File: src/rtl/noop_ctrl_slave.sv
// AXI4-Lite control/status slave for the PS master: CTRL, STATUS, SCRATCH and a 64-bit cycle counter.
// Responses register one cycle after the AW+W or AR handshake and hold until bready/rready; one outstanding per channel.
module noop_ctrl_slave #(
  parameter int unsigned ADDR_WIDTH  = 32,
  parameter logic [31:0] SCRATCH_RST = 32'h0
) (
  input  logic                  uncoreclk,
  input  logic                  uncore_aresetn,
  input  logic [ADDR_WIDTH-1:0] AXI_ZYNQ_awaddr,
  input  logic                  AXI_ZYNQ_awvalid,
  output logic                  AXI_ZYNQ_awready,
  input  logic [31:0]           AXI_ZYNQ_wdata,
  input  logic [3:0]            AXI_ZYNQ_wstrb,
  input  logic                  AXI_ZYNQ_wvalid,
  output logic                  AXI_ZYNQ_wready,
  output logic [1:0]            AXI_ZYNQ_bresp,
  output logic                  AXI_ZYNQ_bvalid,
  input  logic                  AXI_ZYNQ_bready,
  input  logic [ADDR_WIDTH-1:0] AXI_ZYNQ_araddr,
  input  logic                  AXI_ZYNQ_arvalid,
  output logic                  AXI_ZYNQ_arready,
  output logic [31:0]           AXI_ZYNQ_rdata,
  output logic [1:0]            AXI_ZYNQ_rresp,
  output logic                  AXI_ZYNQ_rvalid,
  input  logic                  AXI_ZYNQ_rready,
  input  logic [7:0]            trap_code,
  input  logic                  dcm_locked,
  output logic                  noop_rst_req
);

  localparam logic [1:0] RESP_OKAY   = 2'b00;
  localparam logic [1:0] RESP_SLVERR = 2'b10;

  localparam logic [2:0] IDX_CTRL    = 3'd0;
  localparam logic [2:0] IDX_STATUS  = 3'd1;
  localparam logic [2:0] IDX_SCRATCH = 3'd2;
  localparam logic [2:0] IDX_CYC_LO  = 3'd3;
  localparam logic [2:0] IDX_CYC_HI  = 3'd4;

  typedef enum logic {W_IDLE, W_RESP} w_state_t;
  typedef enum logic {R_IDLE, R_RESP} r_state_t;

  logic [31:0] ctrl_q;
  logic [31:0] scratch_q;
  logic [31:0] cycle_snap_q;
  logic [63:0] cycle_cnt;
  logic [1:0]  dcm_sync_q;

  w_state_t    w_state, w_state_nxt;
  logic        aw_held_q, w_held_q;
  logic [2:0]  aw_idx_q;
  logic [31:0] wdata_q;
  logic [3:0]  wstrb_q;
  logic [1:0]  bresp_q;
  logic        wr_commit;
  logic [2:0]  wr_idx;
  logic [31:0] wr_data;
  logic [3:0]  wr_strb;

  r_state_t    r_state, r_state_nxt;
  logic        rd_accept;
  logic [2:0]  rd_idx;
  logic [31:0] rd_mux;
  logic [1:0]  rd_resp_mux;
  logic [31:0] rdata_q;
  logic [1:0]  rresp_q;

  logic        unused_addr_bits;
  assign unused_addr_bits = ^{AXI_ZYNQ_awaddr[ADDR_WIDTH-1:5], AXI_ZYNQ_awaddr[1:0],
                              AXI_ZYNQ_araddr[ADDR_WIDTH-1:5], AXI_ZYNQ_araddr[1:0]};

  // A beat latched earlier takes priority over the bus, which may already carry the next transaction.
  assign wr_idx  = aw_held_q ? aw_idx_q : AXI_ZYNQ_awaddr[4:2];
  assign wr_data = w_held_q  ? wdata_q  : AXI_ZYNQ_wdata;
  assign wr_strb = w_held_q  ? wstrb_q  : AXI_ZYNQ_wstrb;

  always_ff @(posedge uncoreclk or negedge uncore_aresetn) begin
    if (!uncore_aresetn) w_state <= W_IDLE;
    else                 w_state <= w_state_nxt;
  end

  always_comb begin
    w_state_nxt      = w_state;
    AXI_ZYNQ_awready = 1'b0;
    AXI_ZYNQ_wready  = 1'b0;
    AXI_ZYNQ_bvalid  = 1'b0;
    wr_commit        = 1'b0;
    case (w_state)
      W_IDLE: begin
        AXI_ZYNQ_awready = !aw_held_q;
        AXI_ZYNQ_wready  = !w_held_q;
        if ((aw_held_q || AXI_ZYNQ_awvalid) && (w_held_q || AXI_ZYNQ_wvalid)) begin
          wr_commit   = 1'b1;
          w_state_nxt = W_RESP;
        end
      end
      W_RESP: begin
        AXI_ZYNQ_bvalid = 1'b1;
        if (AXI_ZYNQ_bready) w_state_nxt = W_IDLE;
      end
      default: w_state_nxt = W_IDLE;
    endcase
  end

  always_ff @(posedge uncoreclk or negedge uncore_aresetn) begin
    if (!uncore_aresetn) begin
      aw_held_q <= 1'b0;
      w_held_q  <= 1'b0;
      aw_idx_q  <= '0;
      wdata_q   <= '0;
      wstrb_q   <= '0;
      bresp_q   <= RESP_OKAY;
    end else if (wr_commit) begin
      aw_held_q <= 1'b0;
      w_held_q  <= 1'b0;
      bresp_q   <= (wr_idx > IDX_CYC_HI) ? RESP_SLVERR : RESP_OKAY;
    end else begin
      if (AXI_ZYNQ_awvalid && AXI_ZYNQ_awready) begin
        aw_held_q <= 1'b1;
        aw_idx_q  <= AXI_ZYNQ_awaddr[4:2];
      end
      if (AXI_ZYNQ_wvalid && AXI_ZYNQ_wready) begin
        w_held_q <= 1'b1;
        wdata_q  <= AXI_ZYNQ_wdata;
        wstrb_q  <= AXI_ZYNQ_wstrb;
      end
    end
  end

  // Writes to read-only or unmapped offsets fall through untouched here.
  always_ff @(posedge uncoreclk or negedge uncore_aresetn) begin
    if (!uncore_aresetn) begin
      ctrl_q    <= 32'h1;
      scratch_q <= SCRATCH_RST;
    end else if (wr_commit) begin
      for (int i = 0; i < 4; i++) begin
        if (wr_strb[i] && wr_idx == IDX_CTRL)    ctrl_q[8*i +: 8]    <= wr_data[8*i +: 8];
        if (wr_strb[i] && wr_idx == IDX_SCRATCH) scratch_q[8*i +: 8] <= wr_data[8*i +: 8];
      end
    end
  end

  always_ff @(posedge uncoreclk or negedge uncore_aresetn) begin
    if (!uncore_aresetn) begin
      cycle_cnt  <= '0;
      dcm_sync_q <= '0;
    end else begin
      cycle_cnt  <= cycle_cnt + 64'd1;
      dcm_sync_q <= {dcm_sync_q[0], dcm_locked};
    end
  end

  assign rd_idx = AXI_ZYNQ_araddr[4:2];

  always_ff @(posedge uncoreclk or negedge uncore_aresetn) begin
    if (!uncore_aresetn) r_state <= R_IDLE;
    else                 r_state <= r_state_nxt;
  end

  always_comb begin
    r_state_nxt      = r_state;
    AXI_ZYNQ_arready = 1'b0;
    AXI_ZYNQ_rvalid  = 1'b0;
    rd_accept        = 1'b0;
    case (r_state)
      R_IDLE: begin
        AXI_ZYNQ_arready = 1'b1;
        if (AXI_ZYNQ_arvalid) begin
          rd_accept   = 1'b1;
          r_state_nxt = R_RESP;
        end
      end
      R_RESP: begin
        AXI_ZYNQ_rvalid = 1'b1;
        if (AXI_ZYNQ_rready) r_state_nxt = R_IDLE;
      end
      default: r_state_nxt = R_IDLE;
    endcase
  end

  // Register values seen here are pre-write, so a same-cycle write commit never leaks into read data.
  always_comb begin
    rd_mux      = '0;
    rd_resp_mux = RESP_OKAY;
    case (rd_idx)
      IDX_CTRL:    rd_mux = ctrl_q;
      IDX_STATUS:  rd_mux = {23'b0, dcm_sync_q[1], trap_code};
      IDX_SCRATCH: rd_mux = scratch_q;
      IDX_CYC_LO:  rd_mux = cycle_cnt[31:0];
      IDX_CYC_HI:  rd_mux = cycle_snap_q;
      default:     rd_resp_mux = RESP_SLVERR;
    endcase
  end

  always_ff @(posedge uncoreclk or negedge uncore_aresetn) begin
    if (!uncore_aresetn) begin
      rdata_q      <= '0;
      rresp_q      <= RESP_OKAY;
      cycle_snap_q <= '0;
    end else if (rd_accept) begin
      rdata_q <= rd_mux;
      rresp_q <= rd_resp_mux;
      if (rd_idx == IDX_CYC_LO) cycle_snap_q <= cycle_cnt[63:32];
    end
  end

  assign AXI_ZYNQ_bresp = bresp_q;
  assign AXI_ZYNQ_rdata = rdata_q;
  assign AXI_ZYNQ_rresp = rresp_q;
  assign noop_rst_req   = ctrl_q[0];

endmodule

File: config.mk
export PLATFORM = sky130hd
export DESIGN_NAME = noop_ctrl_slave
export DESIGN_NICKNAME = d
export VERILOG_FILES = /design/src/rtl/noop_ctrl_slave.sv
export SDC_FILE = /design/constraint.sdc
export NUM_CORES = 1
export LEC_CHECK = 0
export ABC_AREA = 1
export BUFFER_PORTS_ARGS = -buffer_cell sky130_fd_sc_hd__buf_2
export CAP_MARGIN = 20
export CORE_UTILIZATION = 49
export DETAILED_ROUTE_END_ITERATION = 10
export PLACE_DENSITY_LB_ADDON = 0.2
export SYNTH_ARGS = -nofsm -noshare
export SYNTH_HDL_FRONTEND = slang
export SYNTH_SLANG_ARGS = --single-unit
File: constraint.sdc
create_clock -name uncoreclk -period 1.5 [get_ports uncoreclk]
set_input_delay 0.075 -clock uncoreclk [delete_from_list [all_inputs] [get_ports uncoreclk]]
set_output_delay 0.075 -clock uncoreclk [all_outputs]
set_load 0.03 [all_outputs]
==> results <==
- For this run, the total global-route usage over all layers was measured as between 20% and 30%.
- The number of buffers and inverters on the critical path is 3.
- By instance count, the leading cell after synthesis is sky130_fd_sc_hd__nand2_1.
- The number of pins exceeding their max-slew limit in the final report came to 0.
- After legalization and detailed placement, the total HPWL measured approximately 24 mm.
- The flow ran to the end, but the final reports show violations.
- The critical path depth in cells is 9.
- The initial antenna violation count is 0.
- After synthesis, the netlist uses 28 different library cells.
- Ranked by total cell area, the synthesized netlist is headed by sky130_fd_sc_hd__dfrtp_1, sky130_fd_sc_hd__nand2_1, sky130_fd_sc_hd__o21ai_0.
- Cell internal power was estimated by the tool at 14.87 mW.
- Along the worst path, the maximum fanout reaches 8.
- In this run, synthesis produced a sequential element count of 239.
- Clock-pin slew was measured on the worst setup and hold paths at 0.06 ns.
- The clock passes through at most 3 buffers.
- The number of port buffers is 97.
- The cell that appears most often on the critical path is sky130_fd_sc_hd__buf_4.
- The insertion delay to the later sink of the worst-skew pair is 0.54 ns.
- The number of antenna repair diodes is 0.
- By count the netlist is led by sky130_fd_sc_hd__nand2_1, sky130_fd_sc_hd__dfrtp_1, sky130_fd_sc_hd__nor2_1.
- The worst setup path is launched from a flop.
- The checks that failed: setup timing.
- At the pin with the least slew margin, the transition time is 0.7104 ns.
- In the final routed layout, each cell accounts on average for approximately 18 um.
- In this run the cell area of the synthesized design comes to 0.01159 mm2.
- The number of enable-type register cells in the synthesized netlist is 0.
- The critical path is of the flop to flop type.
- After synthesis, the largest family of logic cells by area is simple AND/OR/NAND/NOR gates.
- The number of global-route vias before repair came to 10600.
- The endpoint of the worst setup timing path is ctrl_q[22].
- Measured against its own limit, the worst slew margin works out to a little over half.
- The instance area at placement is 0.01318 mm2.
- Registers are responsible for between 30% and 40% of the overall power.
- The final-layout worst hold slack is between 0.08 and 0.09 ns.
- The flip-flop cell with the highest count after synthesis is sky130_fd_sc_hd__dfrtp_1.
- The beginning of the worst hold path is AXI_ZYNQ_arvalid.
- In this run the power density over the cells is 1405 mW/mm2.
- The initial core utilization is 50.56%.
- The floorplan has 55 rows.
- After detailed routing, the total wire length is ~37 mm.
- The synthesized netlist devotes 11.71% of its cell area to compound gates.
- The max-cap check violation count is 0.
- Summed over all layers, the global routing overflow is 0.
- Of the total power, the clock network draws between 30% and 40%.
- The number of top-level pins is 158.
- The relative area change from synthesis to final layout is 39.79%.
- Summed over all nets, the switching power comes to 7.894 mW.
- The analysis attributes to cell leakage a power of 7.670 nW.
- The count of nets after finishing is 1887.
- Dividing the detail-routed via count by the number of cells gives 5.271.
- IR analysis of the VDD net gives a maximum drop of approximately 2.0 mV.
- After floorplanning, the core was sized to cover 0.02292 mm2.
- Setup repair after global routing could not meet its margin everywhere.
- TritonCTS built the clock tree.
- Synthesis handed over a netlist of ~1500 instances.
- The portion of synthesized cell area occupied by the leading cell type is just over 50%.
- The endpoint required time on the critical path is 1.91 ns.
- A synthesized cell averages just under 8 um2.
- Tracing the worst setup path back leads to its startpoint at aw_held_q.
- The kind of path behind the tightest hold check is primary input to flop.
- The DRC violation total after the first TritonRoute iteration is about 840.
- The switching share of power is a little over a third.
- Before CTS, the worst setup slack after placement is -0.1922 ns.
- The die is around 160 um tall.
- After synthesis, the share of flip-flops with an asynchronous set or reset is 100.0%.
- The top cell type by total area after synthesis is sky130_fd_sc_hd__dfrtp_1.
- At the end of routability-driven placement, the weighted congestion stood at 0.9819.
- For flop-to-flop paths, the worst setup slack is -0.14 ns.
- The routed design could run at a clock period as short as around 1.6 ns.
- The worst setup slack after layout is -0.1445 ns.
- The worst setup path is captured at a flop.
- For this run, the detailed router's first-pass iteration total came to 5.
- The maximum number of pins on one net before global-route repair is 74.
- The die area is 0.02426 mm2.
- On the final layout, the worst clock skew is 0.009633 ns.
- The xor/xnor cell area share of the yosys netlist is 2.343%.
- Setup violations remaining at the end of the flow were counted as 65.
- The total number of yosys warnings is 0.
- The first global-routing pass estimated roughly 55 mm of wire.
- The clock net in this run drives a total of 239 sinks.
- Summing the areas of all fa, ha and maj instances in the mapped netlist gives 0.1080% of the synthesized area.
- Combinational cells account for 29.2% of the total power.
- The cell family contributing the most delay on the critical path is simple AND/OR/NAND/NOR gates.
- Measured on the finished design, the core utilization comes to 70.68%.
- Summing the sequential cell areas from Yosys gives 51.63% of the chip area.
- The number of buffers created by CTS is 27.
- CTS built an H-tree with a depth of 1.
- The clock root buffer is sky130_fd_sc_hd__clkbuf_16.
- For this run, the top clock speed supported by timing is 0.6081 GHz.
- The final count of hold timing violations came to 0.
- The die is 155.8 um wide.
- The worst register-to-register path begins at aw_held_q.
- The routed layout has about 11000 vias.
- The worst register-to-register path ends at ctrl_q[22].
- In this design, the stage delay of the slowest critical-path cell is 0.43 ns.
- The antenna violation net count after detailed routing is 0.
- Cells with a size suffix above 1 make up 32.33% of the layout.
- The worst path uses 109.6% of the clock period.
- The finished cells cover 0.01620 mm2.
- The basic-gate share of the synthesized area counting and, or, nand and nor cells is between 20 and 30%.
- Setup total negative slack on the finished layout was measured at -5.388 ns.
- The signal on the critical path passes through clkinv_4 -> o21ai_4 -> buf_4 -> nand2_4 -> nor2_8 -> buf_4 -> nand2_8 -> nand2_2 -> o21ai_2.
- The arrival time of the worst setup path is 2.05 ns.
- The remaining routing DRC violations is 0.
- The mux cell area share after synthesis is 0%.
- For this design, the slowest cell found on the critical path is sky130_fd_sc_hd__dfrtp_2.
- The number of cells on the worst reg-to-reg path is 9.
- Counting the fill cells in the layout gives 1757.
## power groups by stage
| stage | clock network [mW] | logic (mW) | registers (mW) |
|---|---|---|---|
| after floorplan | 0 | 3.04 | 8.89 |
| after global placement | 0 | 4.56 | 8.71 |
| after detailed placement | 0 | 4.70 | 8.76 |
| after CTS | 7.25 | 5.44 | 8.69 |
| after global routing | 7.50 | 7.19 | 9.05 |
| final | 7.20 | 6.64 | 8.92 |
## state kept, by name (all words and copies together), names as in the netlist
signal          cells
aw_idx_q            3
scratch_q          32
ctrl_q             32
cycle_snap_q       32
wstrb_q             4
wdata_q            32
AXI_ZYNQ_rdata     32
aw_held_q           1
dcm_sync_q          2
AXI_ZYNQ_bresp      1
AXI_ZYNQ_rresp      1
cycle_cnt          64
r_state             1
w_held_q            1
w_state             1
## stage by stage
step                      total power, mW  instances
after floorplan                     11.93       1491
after global placement              13.27       1956
after detailed placement            13.46       1956
after CTS                           21.37       2075
after global routing                23.74       2104
final                               22.76       2104
## cell families after synthesis
kind of cell               Yosys count
buffers and inverters              158
AOI/OAI and AO/OA                  241
other                                1
adders and majority gates            1
xor gates and xnor gates            31
DFF                                239
and+or+nand+nor                    819
## layout make-up
type / instances / area, um2 / area share (%)
Clock inverter: 19 / 246.5 / 1.522
Timing Repair Buffer: 292 / 2421 / 14.95
Sequential cell: 239 / 5997 / 37.03
Clock buffer: 31 / 720.7 / 4.450
Tap cell: 313 / 391.6 / 2.418
Multi-Input combinational cell: 1100 / 5997 / 37.03
Inverter: 110 / 422.9 / 2.611
## worst min-delay path by stage
stage,to,slack [ns],cells after the start
after global routing,AXI_ZYNQ_rresp[1],0.11,5
final,r_state,0.08,4
after global placement,wdata_q[9],-0.03,1
after CTS,w_state,0.02,4
after floorplan,AXI_ZYNQ_bresp[1],-0.22,0
after detailed placement,scratch_q[9],-0.04,1
## worst reg2reg max path, delay by kind of cell (launching register included)
| kind | cells | cell delay, ns |
|---|---|---|
| buf+inv | 3 | 0.44 |
| flops | 1 | 0.43 |
| simple gates | 4 | 0.44 |
| compound gates | 2 | 0.22 |
## what timing repair did
item / 4_1_cts / 5_1_grt
gates cloned: 3 / 5
setup endpoints to repair: 87 / 162
resized for setup: 73 / 256
endpoints found under the hold margin: 323 / 0
pin swaps: 14 / 49
setup buffers: 12 / 24
hold buffers: 54 / 0
## per-layer routing
metal	vias up	routed length (um)	track usage (%)
li1	5277	-	-
met1	5340	15910	40.01
met2	381	17780	50.05
met3	93	2049	3.917
met4	0	1215	8.310
met5	-	0	0
## layout by cell type, fill, tap and decap left out, drive strengths merged, types with 9 or more instances in the layout
master       Yosys  routed
nand4           19      19
buf             30     238
clkinv           0       9
nand3           27      27
inv            110     112
dlygate4sd3      0      53
nor2           157     157
nand2          614     620
dfrtp          238     238
xor2            30      30
clkbuf          18      32
o21ai          238     238
No activity file was read; power rests on OpenSTA's default activity.
